<file path="config.mk">
export PLATFORM = sky130hd
export DESIGN_NAME = walk_sfx_voice_bank
export DESIGN_NICKNAME = d
export VERILOG_FILES = /design/src/rtl/walk_sfx_voice_bank.sv
export SDC_FILE = /design/constraint.sdc
export NUM_CORES = 1
export LEC_CHECK = 0
export CAP_MARGIN = 20
export CELL_PAD_IN_SITES_DETAIL_PLACEMENT = 2
export CELL_PAD_IN_SITES_GLOBAL_PLACEMENT = 2
export CORE_MARGIN = 2
export CORE_UTILIZATION = 33
export DETAILED_ROUTE_END_ITERATION = 6
export GPL_TIMING_DRIVEN = 0
export PLACE_DENSITY_LB_ADDON = 0.05
export SLEW_MARGIN = 30
export SYNTH_ARGS = -nofsm -noshare
export SYNTH_HDL_FRONTEND = slang
export SYNTH_SLANG_ARGS = --single-unit
</file>
<file path="constraint.sdc">
create_clock -name clk -period 7.9 [get_ports clk]
set_input_delay 0.79 -clock clk [delete_from_list [all_inputs] [get_ports clk]]
set_output_delay 0.79 -clock clk [all_outputs]
set_load 0.03 [all_outputs]
</file>
<file path="src/rtl/walk_sfx_voice_bank.sv">
// walk_sfx_voice_bank
// -------------------
// A bank of NUM_VOICES independent "walk" sound effects. Each voice has three parts:
//   - a slew-limited trigger level;
//   - a diode-clamped high-pass envelope;
//   - an LFO-modulated square VCO that gates the envelope.
// One shared datapath is time-multiplexed across the voices, one voice per clk,
// after each sample strobe. The voice outputs are then summed into one signed sample.
//
// Ports
//   clk          in   system clock
//   I_RST        in   synchronous active-high reset
//   audio_clk_en in   one-clk sample strobe; starts a sweep when idle
//   trigger      in   [NUM_VOICES] per-voice effect enable (level)
//   out          out  [WIDTH] signed mixed sample, registered
//   busy         out  high while a sweep (PROC or MIX) is in progress
//   overrun      out  sticky: a strobe arrived while busy
//
// Optional build macro: WALK_SFX_MIX_SAT_EN
//   defined   -> out is the full voice sum, saturated to the WIDTH-bit signed range
//   undefined -> out is the voice sum arithmetically shifted down by $clog2(NUM_VOICES)
`timescale 1ns/1ps

module walk_sfx_voice_bank #(
  parameter int NUM_VOICES      = 2,
  parameter int WIDTH           = 16,
  parameter int V_ON            = 6826,
  parameter int SLEW_STEP       = 27,
  parameter int DECAY_SHIFT     = 6,
  parameter int LFO_HALF_PERIOD = 2400,
  parameter int BASE_INC        = 1092,
  parameter int MOD_INC         = 546
) (
  input  logic                    clk,
  input  logic                    I_RST,
  input  logic                    audio_clk_en,
  input  logic [NUM_VOICES-1:0]   trigger,
  output logic signed [WIDTH-1:0] out,
  output logic                    busy,
  output logic                    overrun
);

  localparam int AW        = WIDTH + 2;
  localparam int MIX_SHIFT = $clog2(NUM_VOICES);
  localparam int SUMW      = WIDTH + MIX_SHIFT + 1;
  localparam int IDXW      = (NUM_VOICES > 1) ? $clog2(NUM_VOICES) : 1;
  localparam int LFOW      = (LFO_HALF_PERIOD > 1) ? $clog2(LFO_HALF_PERIOD) : 1;

  localparam logic signed [AW-1:0] VON_A      = AW'(V_ON);
  localparam logic signed [AW-1:0] SLEW_A     = AW'(SLEW_STEP);
  localparam logic [LFOW-1:0]      LFO_LAST   = LFOW'(LFO_HALF_PERIOD - 1);
  localparam logic [IDXW-1:0]      IDX_LAST   = IDXW'(NUM_VOICES - 1);
  localparam logic [15:0]          BASE_INC16 = 16'(BASE_INC);
  localparam logic [15:0]          MOD_INC16  = 16'(MOD_INC);

  typedef enum logic [1:0] {IDLE, PROC, MIX} state_e;

  state_e          state_q, state_d;
  logic [IDXW-1:0] idx_q, idx_d;
  logic            procEn, mixEn;

  logic signed [WIDTH-1:0] level_q    [NUM_VOICES];
  logic signed [WIDTH-1:0] baseline_q [NUM_VOICES];
  logic signed [WIDTH-1:0] voiceOut_q [NUM_VOICES];
  logic [LFOW-1:0]         lfoCnt_q   [NUM_VOICES];
  logic [15:0]             phase_q    [NUM_VOICES];
  logic [NUM_VOICES-1:0]   lfo_q;
  logic signed [WIDTH-1:0] out_q;
  logic                    overrun_q;

  logic                    curTrig, lfoOld, lfoNew;
  logic signed [AW-1:0]    levelOld, baseOld, target, diff, levelNew, envRaw, env, baseNew;
  logic [LFOW-1:0]         lfoCntNew;
  logic [15:0]             phaseNew;
  logic signed [WIDTH-1:0] voiceNew;
  logic signed [SUMW-1:0]  mixSum;
  logic signed [WIDTH-1:0] mixOut;

  // Sweep sequencer state and the index of the voice being processed.
  always_ff @(posedge clk) begin
    if (I_RST) begin
      state_q <= IDLE;
      idx_q   <= '0;
    end else begin
      state_q <= state_d;
      idx_q   <= idx_d;
    end
  end

  // A strobe only starts a sweep from IDLE; strobes during PROC/MIX are dropped.
  always_comb begin
    state_d = state_q;
    idx_d   = idx_q;
    unique case (state_q)
      IDLE: begin
        if (audio_clk_en) begin
          state_d = PROC;
          idx_d   = '0;
        end
      end
      PROC: begin
        if (idx_q == IDX_LAST) state_d = MIX;
        else                   idx_d   = idx_q + IDXW'(1);
      end
      MIX:     state_d = IDLE;
      default: state_d = IDLE;
    endcase
  end

  // Decoded controls for the datapath.
  always_comb begin
    busy   = (state_q != IDLE);
    procEn = (state_q == PROC);
    mixEn  = (state_q == MIX);
  end

  // Shared per-voice datapath. Every term below is built only from the selected
  // voice's old state, so the whole voice is updated in a single clk.
  always_comb begin
    curTrig  = trigger[idx_q];
    levelOld = AW'(level_q[idx_q]);
    baseOld  = AW'(baseline_q[idx_q]);
    target   = curTrig ? VON_A : '0;
    diff     = target - levelOld;
    if (diff > SLEW_A)       levelNew = levelOld + SLEW_A;
    else if (diff < -SLEW_A) levelNew = levelOld - SLEW_A;
    else                     levelNew = target;

    // The same difference drives both the clamped envelope and the baseline tracking.
    envRaw  = levelNew - baseOld;
    env     = envRaw[AW-1] ? '0 : envRaw;
    baseNew = baseOld + (envRaw >>> DECAY_SHIFT);

    // The phase increment uses the LFO value from before this update.
    lfoOld = lfo_q[idx_q];
    if (!curTrig) begin
      lfoCntNew = '0;
      lfoNew    = 1'b0;
    end else if (lfoCnt_q[idx_q] == LFO_LAST) begin
      lfoCntNew = '0;
      lfoNew    = ~lfoOld;
    end else begin
      lfoCntNew = lfoCnt_q[idx_q] + LFOW'(1);
      lfoNew    = lfoOld;
    end
    phaseNew = phase_q[idx_q] + BASE_INC16 + (lfoOld ? MOD_INC16 : 16'd0);
    voiceNew = phaseNew[15] ? WIDTH'(env) : '0;
  end

  // The mix is formed from the registered voice outputs while in MIX.
  always_comb begin
    mixSum = '0;
    for (int i = 0; i < NUM_VOICES; i++) begin
      mixSum = mixSum + SUMW'(voiceOut_q[i]);
    end
`ifdef WALK_SFX_MIX_SAT_EN
    if (mixSum > SUMW'((64'sd1 <<< (WIDTH - 1)) - 64'sd1))
      mixOut = {1'b0, {(WIDTH-1){1'b1}}};
    else if (mixSum < -SUMW'(64'sd1 <<< (WIDTH - 1)))
      mixOut = {1'b1, {(WIDTH-1){1'b0}}};
    else
      mixOut = WIDTH'(mixSum);
`else
    mixOut = WIDTH'(mixSum >>> MIX_SHIFT);
`endif
  end

  // Per-voice state, mixed output and the sticky overrun flag.
  always_ff @(posedge clk) begin
    if (I_RST) begin
      for (int i = 0; i < NUM_VOICES; i++) begin
        level_q[i]    <= '0;
        baseline_q[i] <= '0;
        voiceOut_q[i] <= '0;
        lfoCnt_q[i]   <= '0;
        phase_q[i]    <= '0;
      end
      lfo_q     <= '0;
      out_q     <= '0;
      overrun_q <= 1'b0;
    end else begin
      if (procEn) begin
        level_q[idx_q]    <= WIDTH'(levelNew);
        baseline_q[idx_q] <= WIDTH'(baseNew);
        voiceOut_q[idx_q] <= voiceNew;
        lfoCnt_q[idx_q]   <= lfoCntNew;
        lfo_q[idx_q]      <= lfoNew;
        phase_q[idx_q]    <= phaseNew;
      end
      if (mixEn) out_q <= mixOut;
      if (busy && audio_clk_en) overrun_q <= 1'b1;
    end
  end

  assign out     = out_q;
  assign overrun = overrun_q;

endmodule
</file>
==> results of run 1 <==
-- sequential cells by signal, summed over array words and instances (netlist names), named ones only --
signal      cells
lfo_q           2
out            16
lfoCnt_q       24
voiceOut_q     32
overrun         1
phase_q        30
idx_q           1
baseline_q     32
state_q         2
level_q        32
-- logic make-up after synthesis --
logic type | count (synthesis)
and+or+nand+nor | 440
xor gates and xnor gates | 76
adders and majority gates | 66
AOI/OAI and AO/OA | 223
buffers and inverters | 107
DFF | 173
muxes | 58
-- worst paths after layout --
check                           depth (start not counted)  slack (ns)                 start                        endpoint
worst max-delay path                                   49       -0.20             flip-flop  voiceOut_q[1][3]$_SDFFCE_PN0P_
worst min-delay path                                    2        0.46  out[12]$_SDFFE_PP0N_            out[12]$_SDFFE_PP0N_
worst max register to register                         49       -0.20             flip-flop  voiceOut_q[1][3]$_SDFFCE_PN0P_
worst min register to register                          2        0.46  out[12]$_SDFFE_PP0N_            out[12]$_SDFFE_PP0N_
-- layout make-up --
type	instances	area share, %
Clock inverter	15	0.7764
Timing Repair Buffer	142	9.291
Sequential cell	173	33.91
Buffer	32	1.698
Inverter	71	1.843
Multi-Input combinational cell	864	45.76
Tap cell	448	3.822
Clock buffer	17	2.901
-- metal layers --
layer	part of all wire [%]	global-route usage (%)	routed length, um	vias to the layer above
met5	0	0	0	-
met4	1.9	4.997	726	0
met3	2.1	3.227	817	39
met2	51	39.66	19450	78
met1	45	28.10	17240	4751
li1	-	-	-	4426
-- worst max-delay path: cells and delay by family, from the launching register on --
kind | cells | cell delay [ns]
buffers and inverters | 33 | 4.17
AND/OR/NAND/NOR | 6 | 1.15
AO/OA/AOI/OAI | 5 | 0.85
adder cells (fa/ha/maj) | 2 | 0.48
XOR/XNOR | 2 | 0.41
flip-flops | 1 | 0.41
multiplexers | 1 | 0.35
-- synthesized netlist by cell type, drive strengths merged (3+ instances only) --
| library cell | number |
|---|---|
| o31ai | 9 |
| nor2 | 192 |
| fa | 4 |
| a21oi | 66 |
| o21bai | 6 |
| xnor2 | 51 |
| and4b | 3 |
| nand2 | 90 |
| nor3 | 24 |
| dfxtp | 23 |
| a211oi | 9 |
| nand4 | 6 |
| a221o | 3 |
| nor4bb | 5 |
| o21a | 5 |
| clkbuf | 23 |
| nand3 | 19 |
| nand2b | 18 |
| and2 | 18 |
| a311oi | 3 |
| mux2i | 45 |
| or3 | 7 |
| nor4b | 4 |
| o22ai | 7 |
| a21o | 11 |
| a32o | 6 |
| and3 | 9 |
| buf | 13 |
| nor2b | 14 |
| a211o | 5 |
| or2 | 6 |
| xor2 | 25 |
| inv | 71 |
| o21ai | 43 |
| a31oi | 15 |
| edfxtp | 150 |
| nand3b | 6 |
| mux2 | 13 |
| nor3b | 7 |
| nor4 | 7 |
| a31o | 5 |
| a21boi | 5 |
| ha | 62 |
| a32oi | 7 |
| o211ai | 6 |
-- power breakdown --
| group | total [mW] | internal [mW] | switching [mW] |
|---|---|---|---|
| Clock | 0.808 | 0.406 | 0.402 |
| Sequential | 1.14 | 1.10 | 0.0430 |
| Combinational | 3.22 | 1.48 | 1.74 |
| Total | 5.16 | 2.98 | 2.18 |
-- per-stage QoR --
step / cell area, sq um / setup WS, ns
5_1_grt: 14670 / -0.4739
4_1_cts: 14240 / -0.06035
2_1_floorplan: 11140 / 0.01546
3_5_place_dp: 12190 / -3.650
3_3_place_gp: 11920 / -3.512
6_report: 14670 / -0.1964
-- timing repair --
action,CTS,global route
endpoints found under the setup margin,64,20
setup buffers,89,24
pin swaps,53,53
gates resized for setup,165,54
cloned,1,0
==> metrics.md, run 1 <==
| Metric | Value |
|---|---|
| Synth Area in Simple Gates | `18.75%` |
| Setup crit end kind | `flip-flop` |
| Setup violators final | `2` |
| Worst EP required | `8.11 ns` |
| Total clock sinks | `173` |
| Iter 0 DRT Violations | `378` |
| Min Tclk post-route | `8.096 ns` |
| Rel. slew slack | `43.43%` |
| Total gr overflow | `0` |
| DRT Pass-1 Iters | `4` |
| Post-DR wirelength/cell | `21.70 um` |
| Syn_area_per_cell | `9.718 sq um` |
| GRT Util Overall | `22.11%` |
| Global placement routability congestion | `0.7662` |
| Synthesized area | `11110 sq um` |
| Setup TNS | `-0.3881 ns` |
| VDD IR max | `217.1 uV` |
| IO Port Bufs | `22` |
| Fraction of layout instances using a drive strength above 1 | `25.19%` |
| Die Y | `187.5 um` |
| Kind of critical path | `reg2reg` |
| Final net count | `1372` |
| Detail Placement HPWL | `26280 um` |
| Chip width | `187.5 um` |
| Top cell type's share of synthesized area | `40.55%` |
| Power Total | `5.164 mW` |
| Vias in the first global route | `10.25k` |
| N_diodes | `0` |
| Synth-to-layout area growth | `32.02%` |
| Status | `complete, but fails checks` |
| Compound-Gate Fraction of Synth Area | `13.43%` |
| FFs w/ async S/R, synth | `0%` |
| Max-slew violations | `0` |
| Bufs on Longest Clock Path | `2` |
| Setup ws final | `-0.1964 ns` |
| Most frequent cells in the layout | `190 x nor2_1, 150 x edfxtp_1, 104 x buf_4` |
| Largest cells by area after synthesis | `edfxtp_1 41%, ha_1 7.0%, nor2_1 6.5%` |
| Slowest-stage cell, CP | `dfxtp_4` |
| Placeable Area | `33360 sq um` |
| Reg clk slew, reported paths | `0.07 ns` |
| Distinct cells, synth | `75` |
| Post-Synth Adder-Cell Area | `7.704%` |
| # fillers | `3619` |
| Largest net degree at the start of global routing | `20` |
| Worst-Margin Slew | `0.8485 ns` |
| Multiplexer area fraction after synthesis | `5.587%` |
| Clk root buf | `clkbuf_16` |
| Num CTS Buffers | `17` |
| Synth Register Bits | `173` |
| Sequential area share after synthesis | `44.69%` |
| Most common cell after layout, fill and taps aside | `nor2_1` |
| Max Freq | `123.5 MHz` |
| DRC viols | `0` |
| Top Ports | `23` |
| Multi-input gate area | `6711 sq um` |
| Die Area | `35150 sq um` |
| Post-Syn Nets | `1214` |
| Initial antenna violation count | `0` |
| Largest family of logic cells by synthesized area | `simple AND/OR/NAND/NOR gates` |
| Dominant cell type by area after synthesis | `edfxtp_1` |
| Final non-filler cell total | `1762` |
| CTS tree | `done` |
| Max cap viols | `0` |
| Violated checks | `negative setup slack` |
| Vias post-DR | `9294` |
| Period utilization | `102.5%` |
| Xor/xnor share of the synthesized area | `5.992%` |
| Vias per inst | `5.275` |
| Post-route antenna net violation count | `0` |
| PD cells | `352.1 nW/um^2` |
| WL final | `38230 um` |
| Cts hold-fix bufs | `0` |
| Worst Hold Class | `reg2reg` |
| Min Hold Slack | `0.4569 ns` |
| First-pass GRT wire length | `59670 um` |
| Clock Latency Late Sink | `0.45 ns` |
| Endpoints failing hold | `0` |
| Critical Path Start Type | `flip-flop` |
| Cells after synthesis | `1143` |
| Reg area | `4972 sq um` |
| Final Util | `43.95%` |
| RSZ-0062 raised after global routing | `yes` |
| H-tree depth | `4` |
| Critical path's most frequent cell | `buf_4` |
| Leakage power | `5.670 nW` |
| Max stage delay on crit path | `0.41 ns` |
| Initial Utilization | `33.29%` |
| Cells after DPL | `1622` |
| Post-synth EDFFs | `150` |
| Max Fanout on Critical Path | `8` |
| Top FF cell, synth | `edfxtp_1` |
| YS warnings | `0` |
| Worst EP arrival | `8.30 ns` |
| FP Rows | `67` |
| Worst Skew | `0.01293 ns` |
(Power assumes the default switching activity.)
==> inputs of run 2 (changes only) <==
SLEW_MARGIN = 10   (was 30)
==> run 2 against run 1 <==
The run still ends with negative setup slack left. Clock-buffer cell count stayed put. Setup slack worse by 0.025 ns. Largest cell class unchanged. Combinational power is 2% higher. Critical path depth is 8 lower.
==> metrics.md, run 2 (same netlist as run 1, synthesis figures left out) <==
| Metric | Value |
|---|---|
| Status | `complete, but fails checks` |
| Violated checks | `negative setup slack` |
| VDD IR max | `210.2 uV` |
| First-pass GRT wire length | `60110 um` |
| Num CTS Buffers | `17` |
| Critical R2R Capture | `baseline_q[0][13]$_SDFFCE_PN0P_` |
| Post-DR wirelength/cell | `21.86 um` |
| Vias in the first global route | `10.27k` |
| Max cap viols | `0` |
| Worst-Margin Slew | `0.8728 ns` |
| Vias per inst | `5.217` |
| Worst EP arrival | `8.31 ns` |
| Die Area | `35150 sq um` |
| Die Y | `187.5 um` |
| Final Util | `44.44%` |
| Min Tclk post-route | `8.121 ns` |
| Max stage delay on crit path | `0.43 ns` |
| Synth-to-layout area growth | `33.49%` |
| PD cells | `357.5 nW/um^2` |
| Vias post-DR | `9281` |
| Kind of critical path | `reg2reg` |
| FP Rows | `67` |
| Top Ports | `23` |
| Detail Placement HPWL | `26110 um` |
| GRT Util Overall | `22.32%` |
| Leakage power | `5.764 nW` |
| Largest registers | `baseline_q (32), level_q (32), voiceOut_q (32)` |
| Placeable Area | `33360 sq um` |
| Worst EP required | `8.08 ns` |
| Max Fanout on Critical Path | `5` |
| Bufs on Longest Clock Path | `2` |
| Reg clk slew, reported paths | `0.08 ns` |
| Total gr overflow | `0` |
| Most common cell after layout, fill and taps aside | `nor2_1` |
| Total clock sinks | `173` |
| Setup violators final | `8` |
| Hold endpoint | `out[12]$_SDFFE_PP0N_` |
| DRT Pass-1 Iters | `4` |
| Worst Skew | `0.01081 ns` |
| Slowest-stage cell, CP | `fa_2` |
| Initial Utilization | `33.29%` |
| H-tree depth | `4` |
| WL final | `38880 um` |
| Final net count | `1389` |
| Worst Hold Class | `reg2reg` |
| Max-slew violations | `0` |
| RSZ-0062 raised after global routing | `yes` |
| Most frequent cells in the layout | `189 x nor2_1, 150 x edfxtp_1, 119 x buf_4` |
| Rel. slew slack | `41.81%` |
| Initial antenna violation count | `0` |
| Endpoints failing hold | `0` |
| R2R cell count | `41` |
| Hold Path Cell Cnt | `2` |
| Iter 0 DRT Violations | `388` |
| Post-route antenna net violation count | `0` |
| Min Hold Slack | `0.4562 ns` |
| Critical Path Start Type | `flip-flop` |
| Hold Path Origin | `out[12]$_SDFFE_PP0N_` |
| Fraction of layout instances using a drive strength above 1 | `26.22%` |
| Setup crit end kind | `flip-flop` |
| Largest net degree at the start of global routing | `25` |
| Clock Latency Late Sink | `0.46 ns` |
| Cts hold-fix bufs | `0` |
| Max Freq | `123.1 MHz` |
| CTS tree | `done` |
| Period utilization | `102.8%` |
| N_diodes | `0` |
| DRC viols | `0` |
| IO Port Bufs | `22` |
| Reg2Reg Setup Slack | `-0.22 ns` |
| Global placement routability congestion | `0.7662` |
| Chip width | `187.5 um` |
| Setup ws final | `-0.2214 ns` |
| Critical path's most frequent cell | `buf_4` |
| Clk root buf | `clkbuf_16` |
## run 2: through the flow
stage | cell area (sq um) | instances | power, mW | setup TNS [ns] | worst slack, ns
5_1_grt | 14830 | 1779 | 5.643 | -4.501 | -0.5470
3_5_place_dp | 12100 | 1621 | 3.166 | -95.90 | -3.601
6_report | 14830 | 1779 | 5.301 | -1.364 | -0.2214
4_1_cts | 14300 | 1750 | 4.835 | -0.04440 | -0.02502
3_3_place_gp | 11920 | 1613 | 3.116 | -92.62 | -3.512
2_1_floorplan | 11140 | 1143 | 2.606 | 0 | 0.01546
## run 2: area by class of cell
type / instances / area [sq um]
Buffer: 33 / 265.3
Timing Repair Buffer: 159 / 1409
Inverter: 71 / 270.3
Fill cell: 3558 / 18540
Clock buffer: 17 / 425.4
Sequential cell: 173 / 4972
Tap cell: 448 / 560.5
Multi-Input combinational cell: 863 / 6759
Clock inverter: 15 / 166.4
## run 2: routing by layer
layer,global-route usage [%],wire [um],vias up
met5,0,0,-
met1,28.91,18140,4752
met2,39.51,19790,44
met3,2.570,395,35
li1,-,-,4450
met4,5.906,549,0
## run 2: critical path: cells and delay by family, from the launching register on
| family | cells | cell delay (ns) |
|---|---|---|
| AOI/OAI and AO/OA | 15 | 2.52 |
| xor gates and xnor gates | 2 | 0.37 |
| adders and majority gates | 3 | 1.11 |
| buffers and inverters | 15 | 2.11 |
| DFF | 1 | 0.39 |
| muxes | 1 | 0.21 |
| and+or+nand+nor | 5 | 1.08 |
## run 2: where the power goes
part / switching [mW] / internal [mW]
logic: 1.75 / 1.52
clock network: 0.398 / 0.496
registers: 0.0405 / 1.10
total: 2.19 / 3.11
## run 2: timing repair
action,in CTS,in global routing
resized for setup,170,66
pin swaps,54,59
setup endpoints to repair,64,20
setup buffers,100,34
## run 2: how the worst max path moves through the flow
stage | startpoint | to | slack (ns) | cells after the start
CTS | flip-flop | baseline_q[0][15]$_SDFFCE_PN0P_ | -0.03 | 44
global placement | trigger[1] | baseline_q[1][15]$_SDFFCE_PN0P_ | -3.51 | 37
global route | flip-flop | baseline_q[1][15]$_SDFFCE_PN0P_ | -0.55 | 41
floorplan | flip-flop | baseline_q[1][15]$_SDFFCE_PN0P_ | 0.02 | 41
finish | flip-flop | baseline_q[0][13]$_SDFFCE_PN0P_ | -0.22 | 41
detailed placement | trigger[1] | baseline_q[0][15]$_SDFFCE_PN0P_ | -3.60 | 38
==> inputs of run 3 (changes only) <==
ABC_CLOCK_PERIOD_IN_PS = 7900   (was unset)
==> results of run 3 <==
Final layout, timing and power as in run 2 (identical DEF).
